$ cat src/rtl/tick_pwm_pkg.sv
// Shared types and default constants for the tick-driven PWM generator.
package tick_pwm_pkg;

  localparam int unsigned CNT_W_DEF      = 8;
  localparam int unsigned PERIOD_RST_DEF = 3;
  localparam int unsigned DUTY_RST_DEF   = 1;

  typedef enum logic [1:0] {
    IDLE = 2'd0,
    RUN  = 2'd1,
    STOP = 2'd2
  } state_t;

endpackage

$ cat src/rtl/tick_pwm_shadow.sv
// Config shadow registers: accepts period/duty over valid/ready, holds them
// as pending, and copies them into the active registers on an apply request.
module tick_pwm_shadow
  import tick_pwm_pkg::*;
#(
  parameter int unsigned CNT_W      = CNT_W_DEF,
  parameter int unsigned PERIOD_RST = PERIOD_RST_DEF,
  parameter int unsigned DUTY_RST   = DUTY_RST_DEF
) (
  input  logic             clk,
  input  logic             reset,
  input  logic             cfg_valid,
  output logic             cfg_ready,
  input  logic [CNT_W-1:0] cfg_period,
  input  logic [CNT_W-1:0] cfg_duty,
  input  logic             apply_req,
  output logic [CNT_W-1:0] period_act,
  output logic [CNT_W-1:0] duty_act,
  output logic [CNT_W-1:0] period_nxt,
  output logic [CNT_W-1:0] duty_nxt
);

  logic             r_pending;
  logic [CNT_W-1:0] r_shadow_period;
  logic [CNT_W-1:0] r_shadow_duty;
  logic [CNT_W-1:0] r_period_act;
  logic [CNT_W-1:0] r_duty_act;
  logic             w_accept;
  logic             w_apply;

  // Accept and apply are mutually exclusive: accept needs pending low, apply needs it high.
  assign w_accept = cfg_valid && !r_pending;
  assign w_apply  = apply_req && r_pending;

  always_ff @(posedge clk) begin
    if (!reset) begin
      r_pending       <= 1'b0;
      r_shadow_period <= '0;
      r_shadow_duty   <= '0;
      r_period_act    <= CNT_W'(PERIOD_RST);
      r_duty_act      <= CNT_W'(DUTY_RST);
    end else begin
      if (w_accept) begin
        r_shadow_period <= cfg_period;
        r_shadow_duty   <= cfg_duty;
        r_pending       <= 1'b1;
      end else if (w_apply) begin
        r_pending <= 1'b0;
      end
      if (w_apply) begin
        r_period_act <= r_shadow_period;
        r_duty_act   <= r_shadow_duty;
      end
    end
  end

  assign cfg_ready  = !r_pending;
  assign period_act = r_period_act;
  assign duty_act   = r_duty_act;
  assign period_nxt = w_apply ? r_shadow_period : r_period_act;
  assign duty_nxt   = w_apply ? r_shadow_duty   : r_duty_act;

endmodule

$ cat src/rtl/tick_pwm_gen.sv
// Tick-counted PWM generator: IDLE/RUN/STOP control, period counter and
// registered outputs; new config takes effect only at period boundaries.
module tick_pwm_gen
  import tick_pwm_pkg::*;
#(
  parameter int unsigned CNT_W      = CNT_W_DEF,
  parameter int unsigned PERIOD_RST = PERIOD_RST_DEF,
  parameter int unsigned DUTY_RST   = DUTY_RST_DEF
) (
  input  logic             clk,
  input  logic             reset,
  input  logic             tick_in,
  input  logic             enable,
  input  logic             cfg_valid,
  output logic             cfg_ready,
  input  logic [CNT_W-1:0] cfg_period,
  input  logic [CNT_W-1:0] cfg_duty,
  output logic             pwm_out,
  output logic             period_start,
  output logic             busy
);

  state_t           r_state;
  logic [CNT_W-1:0] r_cnt;
  logic             r_pwm;
  logic             r_start;

  state_t           w_state_next;
  logic [CNT_W-1:0] w_cnt_next;
  logic             w_start_next;
  logic             w_pwm_next;
  logic [CNT_W-1:0] w_period_act;
  logic [CNT_W-1:0] w_duty_act;
  logic [CNT_W-1:0] w_period_nxt;
  logic [CNT_W-1:0] w_duty_nxt;
  logic [CNT_W-1:0] w_last;
  logic             w_wrap;
  logic             w_apply_req;

  // A programmed period of 0 behaves as 1, so the last count is 0 in both cases.
  assign w_last      = (w_period_act == '0) ? '0 : (w_period_act - CNT_W'(1));
  assign w_wrap      = tick_in && (r_cnt == w_last) && (r_state != IDLE);
  assign w_apply_req = (r_state == IDLE) || w_wrap;

  tick_pwm_shadow #(
    .CNT_W     (CNT_W),
    .PERIOD_RST(PERIOD_RST),
    .DUTY_RST  (DUTY_RST)
  ) u_shadow (
    .clk       (clk),
    .reset     (reset),
    .cfg_valid (cfg_valid),
    .cfg_ready (cfg_ready),
    .cfg_period(cfg_period),
    .cfg_duty  (cfg_duty),
    .apply_req (w_apply_req),
    .period_act(w_period_act),
    .duty_act  (w_duty_act),
    .period_nxt(w_period_nxt),
    .duty_nxt  (w_duty_nxt)
  );

  always_comb begin
    w_state_next = r_state;
    w_cnt_next   = r_cnt;
    w_start_next = 1'b0;
    case (r_state)
      IDLE: begin
        if (enable) begin
          w_state_next = RUN;
          w_cnt_next   = '0;
          w_start_next = 1'b1;
        end
      end
      RUN: begin
        w_state_next = enable ? RUN : STOP;
        if (w_wrap) begin
          w_cnt_next   = '0;
          w_start_next = 1'b1;
        end else if (tick_in) begin
          w_cnt_next = r_cnt + CNT_W'(1);
        end
      end
      STOP: begin
        // Draining: finish the period, then park unless run was re-requested.
        if (w_wrap) begin
          w_cnt_next = '0;
          if (enable) begin
            w_state_next = RUN;
            w_start_next = 1'b1;
          end else begin
            w_state_next = IDLE;
          end
        end else begin
          if (tick_in) begin
            w_cnt_next = r_cnt + CNT_W'(1);
          end
          if (enable) begin
            w_state_next = RUN;
          end
        end
      end
      default: begin
        w_state_next = IDLE;
        w_cnt_next   = '0;
      end
    endcase
    w_pwm_next = (w_state_next != IDLE) && (w_cnt_next < w_duty_nxt);
  end

  always_ff @(posedge clk) begin
    if (!reset) begin
      r_state <= IDLE;
      r_cnt   <= '0;
      r_pwm   <= 1'b0;
      r_start <= 1'b0;
    end else begin
      r_state <= w_state_next;
      r_cnt   <= w_cnt_next;
      r_pwm   <= w_pwm_next;
      r_start <= w_start_next;
    end
  end

  assign pwm_out      = r_pwm;
  assign period_start = r_start;
  assign busy         = (r_state != IDLE);

endmodule

$ cat config.mk
export PLATFORM = sky130hd
export DESIGN_NAME = tick_pwm_gen
export DESIGN_NICKNAME = d
export VERILOG_FILES = /design/src/rtl/tick_pwm_pkg.sv /design/src/rtl/tick_pwm_shadow.sv /design/src/rtl/tick_pwm_gen.sv
export SDC_FILE = /design/constraint.sdc
export NUM_CORES = 1
export LEC_CHECK = 0
export CORE_AREA = 4 4 87 89
export DETAILED_ROUTE_END_ITERATION = 8
export DIE_AREA = 0 0 91 93
export PLACE_DENSITY = 0.64
export REMOVE_ABC_BUFFERS = 1
export SYNTH_ARGS = -nofsm -noshare
export SYNTH_HDL_FRONTEND = slang
export SYNTH_HIERARCHICAL = 1
export SYNTH_SLANG_ARGS = --single-unit
export TNS_END_PERCENT = 20
$ cat constraint.sdc
create_clock -name clk -period 6.2 [get_ports clk]
set_input_delay 0.93 -clock clk [delete_from_list [all_inputs] [get_ports clk]]
set_output_delay 0.93 -clock clk [all_outputs]
set_load 0.03 [all_outputs]
**After elaboration in Yosys (flattened, before gate mapping)**

Cells that the tools add are included.

- Flip-flop bits (word level): 45
- Bits of input ports: 21
- Output and inout port bits: 4

- Add/subtract/negate cells: 2
- Magnitude comparators: 1
- Equal/unequal tests: 3
- Multiplexer cells: 17
- Reduce and logical (&&, ||, !) cells: 13

Operator list:

| cell | number |
|---|---|
| 2-to-1 mux 8 bit | 5 |
| one-hot mux 8 bit (2 select lines) | 1 |
| adder 8 x 1 -> 8 bit, second input constant | 1 |
| equality test 8 bit | 1 |
| zero test 8 bit | 1 |
| less-than comparator 8 bit | 1 |
| subtractor 8 x 1 -> 8 bit, second input constant | 1 |
| 2-to-1 mux 1 bit | 6 |
| 2-to-1 mux 2 bit | 3 |
| one-hot mux 2 bit (3 select lines) | 1 |
| nonzero test 2 bit | 3 |
| logical AND 1 bit | 5 |
| one-hot mux 1 bit (3 select lines) | 1 |
| equality test 2 x 1 -> 1 bit, second input constant | 1 |
| equality test 2 bit, second input constant | 1 |
| zero test 2 bit | 1 |
| OR reduction 2 bit | 1 |
| zero test 1 bit | 1 |
| logical OR 1 bit | 1 |

**Depth between registers and ports, before layout**

- Depth in word-level cells: 10
- Gate-level depth with buffers: 18
- Mapped depth without buffers: 17

**Cells and area by module**

The synthesis kept the hierarchy.

By module, submodules not included:

| module | instances | cells each | area an instance (um^2) | sequential area each (um^2) |
|---|---|---|---|---|
| tick_pwm_shadow | 1 | 148 | 1485.2 | 660.6 |
| tick_pwm_gen | 1 | 167 | 1290.0 | 240.2 |

**Worst setup path after synthesis**

Ideal clock, no wire load.

- Kind: register to register
- From: register u_shadow.r_period_act[0] (netlist: u_shadow/period_act[0])
- To: register r_pwm (netlist: pwm_out)
- Setup time: 0.073 ns
- Arrival: 3.688 ns
- Data required time: 6.127 ns
- Setup slack: 2.439 ns
- Stages on the path, launching flop included: 19
- Path buffers: 1
- Clock period less this slack: 3.761 ns
- Cell sequence: dfxtp_1 > inv_1 > ha_1 > or3b_1 > or3_1 > and3_1 > nor4_4 > nand4_2 > nand2_1 > nand2_2 > buf_6 > mux2_4 > inv_1 > ha_1 > a21o_1 > a21o_1 > a21oi_1 > o21ai_0 > nor3b_2

- Word-level cells in the longest chain between the ends: 10
- Elaborated cells on any way between the ends: 16

Ends and longest elaborated chain:

| what | RTL line | text |
|---|---|---|
| start: declaration | tick_pwm_shadow.sv:26 | `logic [CNT_W-1:0] r_period_act;` |
| start signal: assignment | tick_pwm_shadow.sv:40 | `r_period_act <= CNT_W'(PERIOD_RST);` |
| start signal: assignment | tick_pwm_shadow.sv:51 | `r_period_act <= r_shadow_period;` |
| subtractor 8 x 1 -> 8 bit / zero test 8 bit (equally long branches) | tick_pwm_gen.sv:41 | `assign w_last = (w_period_act == '0) ? '0 : (w_period_act - CNT_W'(1));` |
| 2-to-1 mux 8 bit * | tick_pwm_gen.sv:41 |  |
| equality test 8 bit * | tick_pwm_gen.sv:42 | `assign w_wrap = tick_in && (r_cnt == w_last) && (r_state != IDLE);` |
| logical AND 1 bit * (2 in series) | tick_pwm_gen.sv:42 |  |
| logical OR 1 bit * | tick_pwm_gen.sv:43 | `assign w_apply_req = (r_state == IDLE) \|\| w_wrap;` |
| via w_apply_req | tick_pwm_gen.sv:38 | `logic w_apply_req;` |
| logical AND 1 bit * | tick_pwm_shadow.sv:33 | `assign w_apply = apply_req && r_pending;` |
| 2-to-1 mux 8 bit * | tick_pwm_shadow.sv:61 | `assign duty_nxt = w_apply ? r_shadow_duty : r_duty_act;` |
| via w_duty_nxt[5] | tick_pwm_gen.sv:35 | `logic [CNT_W-1:0] w_duty_nxt;` |
| less-than comparator 8 bit * | tick_pwm_gen.sv:108 | `w_pwm_next = (w_state_next != IDLE) && (w_cnt_next < w_duty_nxt);` |
| logical AND 1 bit * | tick_pwm_gen.sv:108 |  |
| end signal: assignment | tick_pwm_gen.sv:120 | `r_pwm <= w_pwm_next;` |
| end: declaration | tick_pwm_gen.sv:25 | `logic r_pwm;` |

Mark *: on every way through the listed nets, which the timed path passes. The rest lies on a longest branch.
A chain may end at the register's enable or synchronous reset.

**Final worst setup path**

Ends and elaborated chain as after synthesis.

==> results.md <==
* Site Rows at 30
* Setup TNS at 0 ps
* CP startpoint kind: flop
* Largest net degree at the start of global routing at 52
* Drt first pass iters at 4
* Outcome: finished clean
* Worst Skew at between 5 and 6 ps
* Yosys warnings at 6
* Mapped Area at 2680 sq um
* Syn Area/Cell at between 8 and 9 sq um
* Fin crit period at 4240 ps
* Final hold vios at 0
* Post_cts resized at 0
* CTS tree: done
* DRT iter0 DRCs at ~110
* Starting Density at 39.6%
* Die Y at 93 um
* I/O pin count at 25
* Slew margin rel. at 25.1%
* Antenna Diode Count at 0
* RD Place Congestion at slightly above 0.8
* DRT Wirelength at 5130 um
* Max IR drop VDD at around 120 uV
* Die Width at between 90 and 100 um
* Overflow left after global routing at 0
* Unrepaired setup endpoints after global routing: false
* CP Data Required Time at 6430 ps
* Sink Count at 45
* Worst slew pin tran at ~1100 ps
* Pwr Density at around 230 nW/um^2
* Final nets at between 300 and 400
* Area growth, synth to finish at 12.8%
* Crit path max fanout at 15
* Critical Path Sink Type: flop
* Max clock buf depth at 2
* Share of the clock period used by the worst path after layout at 68.3%
* Worst-Skew Late Latency at ~300 ps
* Pins over their slew limit at 0
* Leakage power at approximately 0.0013 uW
* Port bufs at 24
* Hold Path Class: reg -> reg
* CTS clk-pin slew, worst paths at about 90 ps
* CTS Root Buffer Type: clkbuf_8
* Mean routed wirelength per cell at about 13 um
* Most common cell after layout, fill and taps aside: nand2_1
* Final setup violation count at 0
* # H-tree levels at 2
* Cts hold-fix bufs at 0
* Post-Route Utilization at ~45%
* Drt drc at 0
* Post-CTS setup buffer count at 0
* Total CTS buffers at 5
* Total number of vias at about 2100
* Crit path kind: reg -> reg
* Global-route wire length before repair at slightly below 9000 um
* Crit path DAT at 4470 ps
* Vias in the first global route at approximately 2000
* Number of antenna violations at the first check in global routing at 0
* Share of layout cells above drive strength 1 at under 10%
* F_max at approximately 0.24 GHz
* Die area at about 8500 sq um
* Most frequent cells in the layout: nand2_1, dfxtp_1, mux2i_1, clkdlybuf4s50_1, inv_1
* Via-per-instance ratio at approximately 5.3
* Routed Antenna Nets at 0
* Mapped Cells at between 300 and 400
* Core area at 6760 sq um
* Max cap viols at 0
* GRT Resource Usage Total at roughly 13%
* Post-DP HPWL at 3790 um
per-layer routing:
layer | global-route usage (%) | vias up | wire [um]
li1 | - | 1107 | -
met1 | 17.4 | 965 | 2620
met2 | 19.8 | 34 | 2280
met3 | 2.65 | 7 | 172
met4 | 4.27 | 0 | 64
met5 | 0 | - | 0
sequential cells by signal, summed over array words and instances (netlist names):
register                  count
pwm_out                       1
u_shadow/r_pending            1
u_shadow/r_shadow_period      8
r_cnt                         8
u_shadow/r_shadow_duty        8
period_start                  1
u_shadow/period_act           8
r_state                       2
u_shadow/duty_act             8
per-stage QoR:
step           cells  hold WS (ps)  setup slack, ps  instance area (sq um)  power (uW)
2_1_floorplan    289           435             2360                   2570         411
4_1_cts          401           467             1950                   3020         687
3_3_place_gp     393           445             2010                   2910         455
3_5_place_dp     393           454             1900                   2910         456
6_report         401           462             1960                   3020         683
5_1_grt          401           484             1630                   3020         715
layout make-up:
type                            instances  area [sq um]
Fill cell                             668          3730
Multi-Input combinational cell        226          1600
Sequential cell                        45           901
Timing Repair Buffer                   24           235
Tap cell                               80           100
Clock buffer                            7          86.3
Inverter                               18          67.6
Clock inverter                          1          30.0
path summary, 6_finish.rpt:
check | start | end | slack [ps] | cells after the start
max | u_shadow/period_act[0] | pwm_out | 1960 | 17
min reg2reg | u_shadow/duty_act[6] | u_shadow/duty_act[6] | 460 | 2
min | u_shadow/duty_act[6] | u_shadow/duty_act[6] | 460 | 2
max reg2reg | u_shadow/period_act[0] | pwm_out | 1960 | 17
worst max-delay path: stages (launching register included):
cell	delay (ps)
dfxtp_1	360
inv_1	70
ha_1	240
or3b_1	410
or3_1	380
and3_1	200
nor4_4	280
nand4_2	190
nand2_1	240
nand2_2	330
mux2_4	390
inv_1	60
ha_1	230
a21o_1	180
a21o_1	170
a21oi_1	130
o21ai_0	110
nor3b_2	190
where the power goes:
part | total (uW) | internal, uW | switching [uW]
Clock | 234 | 132 | 103
Sequential | 316 | 305 | 11.4
Combinational | 132 | 59.7 | 72.7
Total | 683 | 496 | 187
Power figures use the tool's default switching activity.
